### src/rtl/mem_stage_sram_ctrl.sv
// MEM-stage data-memory controller: splits each 32-bit access into two 16-bit SRAM phases.
// Optional build macro MEM_LAST_WRITE_FWD_EN adds a last-write forwarding register for loads.
module mem_stage_sram_ctrl #(
  parameter int unsigned WORD_LEN      = 32,
  parameter int unsigned SRAM_ADDR_LEN = 18,
  parameter int unsigned BASE_ADDR     = 1024,
  parameter int unsigned WAIT_CYCLES   = 1
) (
  input  logic                     clk,
  input  logic                     rst,
  input  logic                     MEM_R_EN,
  input  logic                     MEM_W_EN,
  input  logic [WORD_LEN-1:0]      ALU_res,
  input  logic [WORD_LEN-1:0]      ST_value,
  output logic [WORD_LEN-1:0]      dataMem_out,
  output logic                     ready,
  output logic [SRAM_ADDR_LEN-1:0] SRAM_ADDR,
  output logic [15:0]              SRAM_DQ_out,
  input  logic [15:0]              SRAM_DQ_in,
  output logic                     SRAM_DQ_oe,
  output logic                     SRAM_WE_N
);

  localparam int unsigned HALF_W  = 16;
  localparam int unsigned WADDR_W = SRAM_ADDR_LEN - 1;
  localparam int unsigned CNT_W   = (WAIT_CYCLES > 1) ? $clog2(WAIT_CYCLES) : 1;

  typedef enum logic [1:0] {
    S_IDLE,
    S_LO,
    S_HI,
    S_DONE
  } state_t;

  state_t              r_state;
  logic [CNT_W-1:0]    r_cnt;
  logic [WADDR_W-1:0]  r_word;
  logic [WORD_LEN-1:0] r_st;
  logic                r_wr;
  logic [HALF_W-1:0]   r_lo;

  logic                w_req;
  logic                w_last;
  logic [WADDR_W-1:0]  w_word;
  logic                w_fwd_hit;
  logic [WORD_LEN-1:0] w_fwd_data;

  // Word index relative to BASE_ADDR, wrapping modulo 2^WORD_LEN, truncated to the SRAM space
  assign w_word = WADDR_W'((ALU_res - WORD_LEN'(BASE_ADDR)) >> 2);
  assign w_req  = MEM_R_EN | MEM_W_EN;
  assign w_last = (r_cnt == CNT_W'(WAIT_CYCLES - 1));
  assign ready  = ((r_state == S_IDLE) & ~MEM_R_EN & ~MEM_W_EN) | (r_state == S_DONE);

`ifdef MEM_LAST_WRITE_FWD_EN
  logic                r_fwd_vld;
  logic [WADDR_W-1:0]  r_fwd_word;
  logic [WORD_LEN-1:0] r_fwd_data;
  logic                w_wr_done;

  assign w_wr_done  = (r_state == S_HI) & w_last & r_wr;
  assign w_fwd_hit  = MEM_R_EN & ~MEM_W_EN & r_fwd_vld & (r_fwd_word == w_word);
  assign w_fwd_data = r_fwd_data;

  // Remembers the most recently completed store so a matching load can skip the SRAM
  always_ff @(posedge clk) begin
    if (rst) begin
      r_fwd_vld  <= 1'b0;
      r_fwd_word <= '0;
      r_fwd_data <= '0;
    end else if (w_wr_done) begin
      r_fwd_vld  <= 1'b1;
      r_fwd_word <= r_word;
      r_fwd_data <= r_st;
    end
  end
`else
  assign w_fwd_hit  = 1'b0;
  assign w_fwd_data = '0;
`endif

  // Access sequencer; SRAM pins are loaded one cycle ahead of the phase they belong to
  always_ff @(posedge clk) begin
    if (rst) begin
      r_state     <= S_IDLE;
      r_cnt       <= '0;
      r_word      <= '0;
      r_st        <= '0;
      r_wr        <= 1'b0;
      r_lo        <= '0;
      dataMem_out <= '0;
      SRAM_ADDR   <= '0;
      SRAM_DQ_out <= '0;
      SRAM_DQ_oe  <= 1'b0;
      SRAM_WE_N   <= 1'b1;
    end else begin
      case (r_state)
        S_IDLE: begin
          if (w_fwd_hit) begin
            dataMem_out <= w_fwd_data;
            r_state     <= S_DONE;
          end else if (w_req) begin
            r_word      <= w_word;
            r_st        <= ST_value;
            r_wr        <= MEM_W_EN;
            r_cnt       <= '0;
            SRAM_ADDR   <= {w_word, 1'b0};
            SRAM_DQ_out <= ST_value[HALF_W-1:0];
            SRAM_DQ_oe  <= MEM_W_EN;
            SRAM_WE_N   <= ~MEM_W_EN;
            r_state     <= S_LO;
          end
        end
        S_LO: begin
          if (w_last) begin
            r_lo        <= SRAM_DQ_in;
            r_cnt       <= '0;
            SRAM_ADDR   <= {r_word, 1'b1};
            SRAM_DQ_out <= r_st[2*HALF_W-1:HALF_W];
            r_state     <= S_HI;
          end else begin
            r_cnt <= r_cnt + CNT_W'(1);
          end
        end
        S_HI: begin
          if (w_last) begin
            if (!r_wr) begin
              dataMem_out <= WORD_LEN'({SRAM_DQ_in, r_lo});
            end
            r_cnt      <= '0;
            SRAM_DQ_oe <= 1'b0;
            SRAM_WE_N  <= 1'b1;
            r_state    <= S_DONE;
          end else begin
            r_cnt <= r_cnt + CNT_W'(1);
          end
        end
        S_DONE: begin
          r_state <= S_IDLE;
        end
        default: begin
          r_state <= S_IDLE;
        end
      endcase
    end
  end

endmodule

### config.mk
export PLATFORM = sky130hd
export DESIGN_NAME = mem_stage_sram_ctrl
export DESIGN_NICKNAME = d
export VERILOG_FILES = /design/src/rtl/mem_stage_sram_ctrl.sv
export SDC_FILE = /design/constraint.sdc
export NUM_CORES = 1
export LEC_CHECK = 0
export ABC_AREA = 1
export CORE_ASPECT_RATIO = 2
export CORE_MARGIN = 5
export CORE_UTILIZATION = 49
export DETAILED_ROUTE_END_ITERATION = 6
export GPL_ROUTABILITY_DRIVEN = 0
export HOLD_SLACK_MARGIN = 0.06
export PLACE_DENSITY = 0.86
export SKIP_CTS_REPAIR_TIMING = 1
export SYNTH_ARGS = -nofsm -noshare
export SYNTH_HDL_FRONTEND = slang
export SYNTH_SLANG_ARGS = --single-unit
### constraint.sdc
create_clock -name clk -period 3.9 [get_ports clk]
set_input_delay 0.585 -clock clk [delete_from_list [all_inputs] [get_ports clk]]
set_output_delay 0.585 -clock clk [all_outputs]
set_load 0.005 [all_outputs]
==> results.cfg <==
[run_status]
outcome = complete, no violations

[synthesis]
synth_nets = 710
yosysTopAreaCell = dfxtp_1
synth.top_cell.area_share_pct = 51.2
syn_area_um2 = 4690
ys_seq_elements = 120
yosys.cell_types.count = 27
yosysWarnings = 0
postSynthAreaPerCell_um2 = 7.57
synthTopCellsByArea = dfxtp_1, nor2_1, o21ai_0
yosysSeqAreaShare_pct = 51.2
syn_inst = 620

[clock_network]
root_buffer = clkbuf_16
cts_tree = done
clock-sinks = 120
clk_pin_slew_ps = 50
h-tree-depth = 4
cts_buffers = 17
cts.path.max_buffers = 2
clkLatencyLatePin_ps = 410

[power]
powerDensity_nw_per_um2 = 804
leakage_nw = 2.80
finalPower_mw = 5.35
ir_worst_vdd_v = 0.000431

[placed_design]
port_buffers = 137
placed_area_um2 = 6040
post-place-ws_ps = 1120
placed_cells = 825
hpwl_um = 9270

[sta]
hold_slack_ps = 466
max_freq_mhz = 354
fin_crit_sh_pct = 72.5
fin_skew_ps = 6.74
slew_viol_final = 0
timing_hold_violations_final = 0
slew_headroom_pct = 33.5
setup_viol = 0
rsz0062_at_grt = no
setup_tns_ps = 0
setup_ws_ps = 1070
worst_slew_pin_slew_ps = 997
period_minus_slack_ps = 2830

[die]
start_util_pct = 50.0
pin_count = 153
rows = 50
die_area_um2 = 11800
die_w_um = 79.2
core-area_um2 = 9380
dieHeight_um = 148

[critical_path]
path_class = flip-flop to output port
critical-path-max-stage-delay_ps = 460
startpoint_type = flip-flop
r2r_start = r_state[1]$_SDFFE_PP0P_
path_common_cell = inv_1
startpoint = r_state[0]$_SDFFE_PP0P_
critPathRequiredTime_ps = 3310
cp-end-kind = output port
crit_fanout = 8
cp_num_buf_inv = 3
slowest_stage = clkdlybuf4s50_1
critical_path_arrival_ps = 2240
path_delay_family = buffers and inverters
crit_chain = inv_1 > ha_1 > nand2_1 > inv_1 > or2_2 > clkdlybuf4s50_1

[layout]
fin_nets = 830
layout_commonest_cell = nor2_1
syn_to_final_growth_pct = 41.7
layout-drive-gt1-share_pct = 6.24
post_layout_nonfiller_instances = 857
antenna_cells = 0
postLayoutCoreUtil_pct = 70.9
nFillCells = 739
final_cell_mix = nor2_1, clkdlybuf4s50_1, dfxtp_1, o21ai_0, nand2_1
fin_area_um2 = 6650

[job]
maxCapViolCount = 0

[detailed_routing]
firstDrtPassIters = 7
drtIter0Drc = 366
via_per_inst = 5.36
dr_total_vias = 4592
ant_nets = 0
routed_wl_um = 13600
drc = 0
wl_per_cell_um = 15.9

[global_routing]
grt_antenna_before_repair = 0
grt_pass1_wl_um = 22400
grt_max_degree = 62
grtUsageTotal_pct = 24.2
grt_pass1_vias = 4766
gr-total-overflow = 0

[min_path]
hold_start = r_word[10]$_SDFFE_PP0P_
hold_class = flip-flop to flip-flop
-- layer usage --
layer | wire length, µm | GRT usage (%) | up-vias | share of wire (%)
met5 | 0 | 0 | - | 0
li1 | - | - | 2265 | -
met3 | 923 | 7.21 | 44 | 6.8
met2 | 7210 | 42.9 | 198 | 53
met4 | 554 | 14.3 | 0 | 4.1
met1 | 4930 | 24.4 | 2085 | 36
-- logic make-up after synthesis --
logic type	after synthesis	synth area share (%)
adders and majority gates	6	1.60
AOI/OAI and AO/OA	170	19.5
buffers and inverters	67	6.72
and+or+nand+nor	256	20.8
DFF	120	51.2
xor gates and xnor gates	1	0.187
-- area by class of cell --
cell class | instances | area [µm²] | share of cell area, %
clock buffer | 18 | 439 | 6.61
clock inverter | 14 | 174 | 2.62
inverter | 25 | 93.8 | 1.41
multi-input combinational | 433 | 1980 | 29.8
sequential | 120 | 2400 | 36.1
tap | 104 | 130 | 1.96
timing repair buffer | 143 | 1430 | 21.5
-- flip-flops by register name (all words and copies together) (netlist names) --
| name | count |
|---|---|
| dataMem_out | 32 |
| SRAM_ADDR | 18 |
| r_word | 17 |
| SRAM_DQ_out | 16 |
| r_lo | 16 |
| r_st | 16 |
| r_state | 2 |
| SRAM_DQ_oe | 1 |
| SRAM_WE_N | 1 |
| r_wr | 1 |
-- report_power, final --
group,total [mW],internal (mW),switching (mW)
Combinational,1.85,0.847,1.00
Clock,1.59,1.02,0.567
Sequential,1.91,1.67,0.234
Total,5.35,3.54,1.80
-- cells in the mapped netlist --
cell      count
inv_1        23
nand4_1       1
o21ai_1       5
o21bai_1      1
dfxtp_1     120
a211oi_1      1
nand3_1       4
or2_2         1
o21ai_4       1
buf_1         1
nor2_2        2
nor2_1      165
o21ai_0     114
nor3_1        1
o211ai_1      2
xor2_1        1
a21oi_4       1
buf_6         5
buf_2        11
ha_1          6
clkbuf_2      1
inv_2         2
nand2_1      82
clkbuf_1     21
buf_4         3
a21oi_1      20
a31oi_1      25
-- worst register-to-register path: cells and delay by family, from the launching register on --
| family | cells | cell delay [ps] |
|---|---|---|
| AND/OR/NAND/NOR | 1 | 110 |
| buffers and inverters | 3 | 900 |
| adder cells (fa/ha/maj) | 1 | 550 |
| flip-flops | 1 | 340 |
| AO/OA/AOI/OAI | 3 | 400 |
-- final timing paths --
path / to / slack (ps) / cells after the start
worst min register to register: r_word[10]$_SDFFE_PP0P_ / 470 / 2
worst min-delay path: r_word[10]$_SDFFE_PP0P_ / 470 / 2
worst max-delay path: ready / 1070 / 6
worst max register to register: SRAM_ADDR[16]$_SDFFE_PP0P_ / 1490 / 8
(Power assumes the default switching activity.)
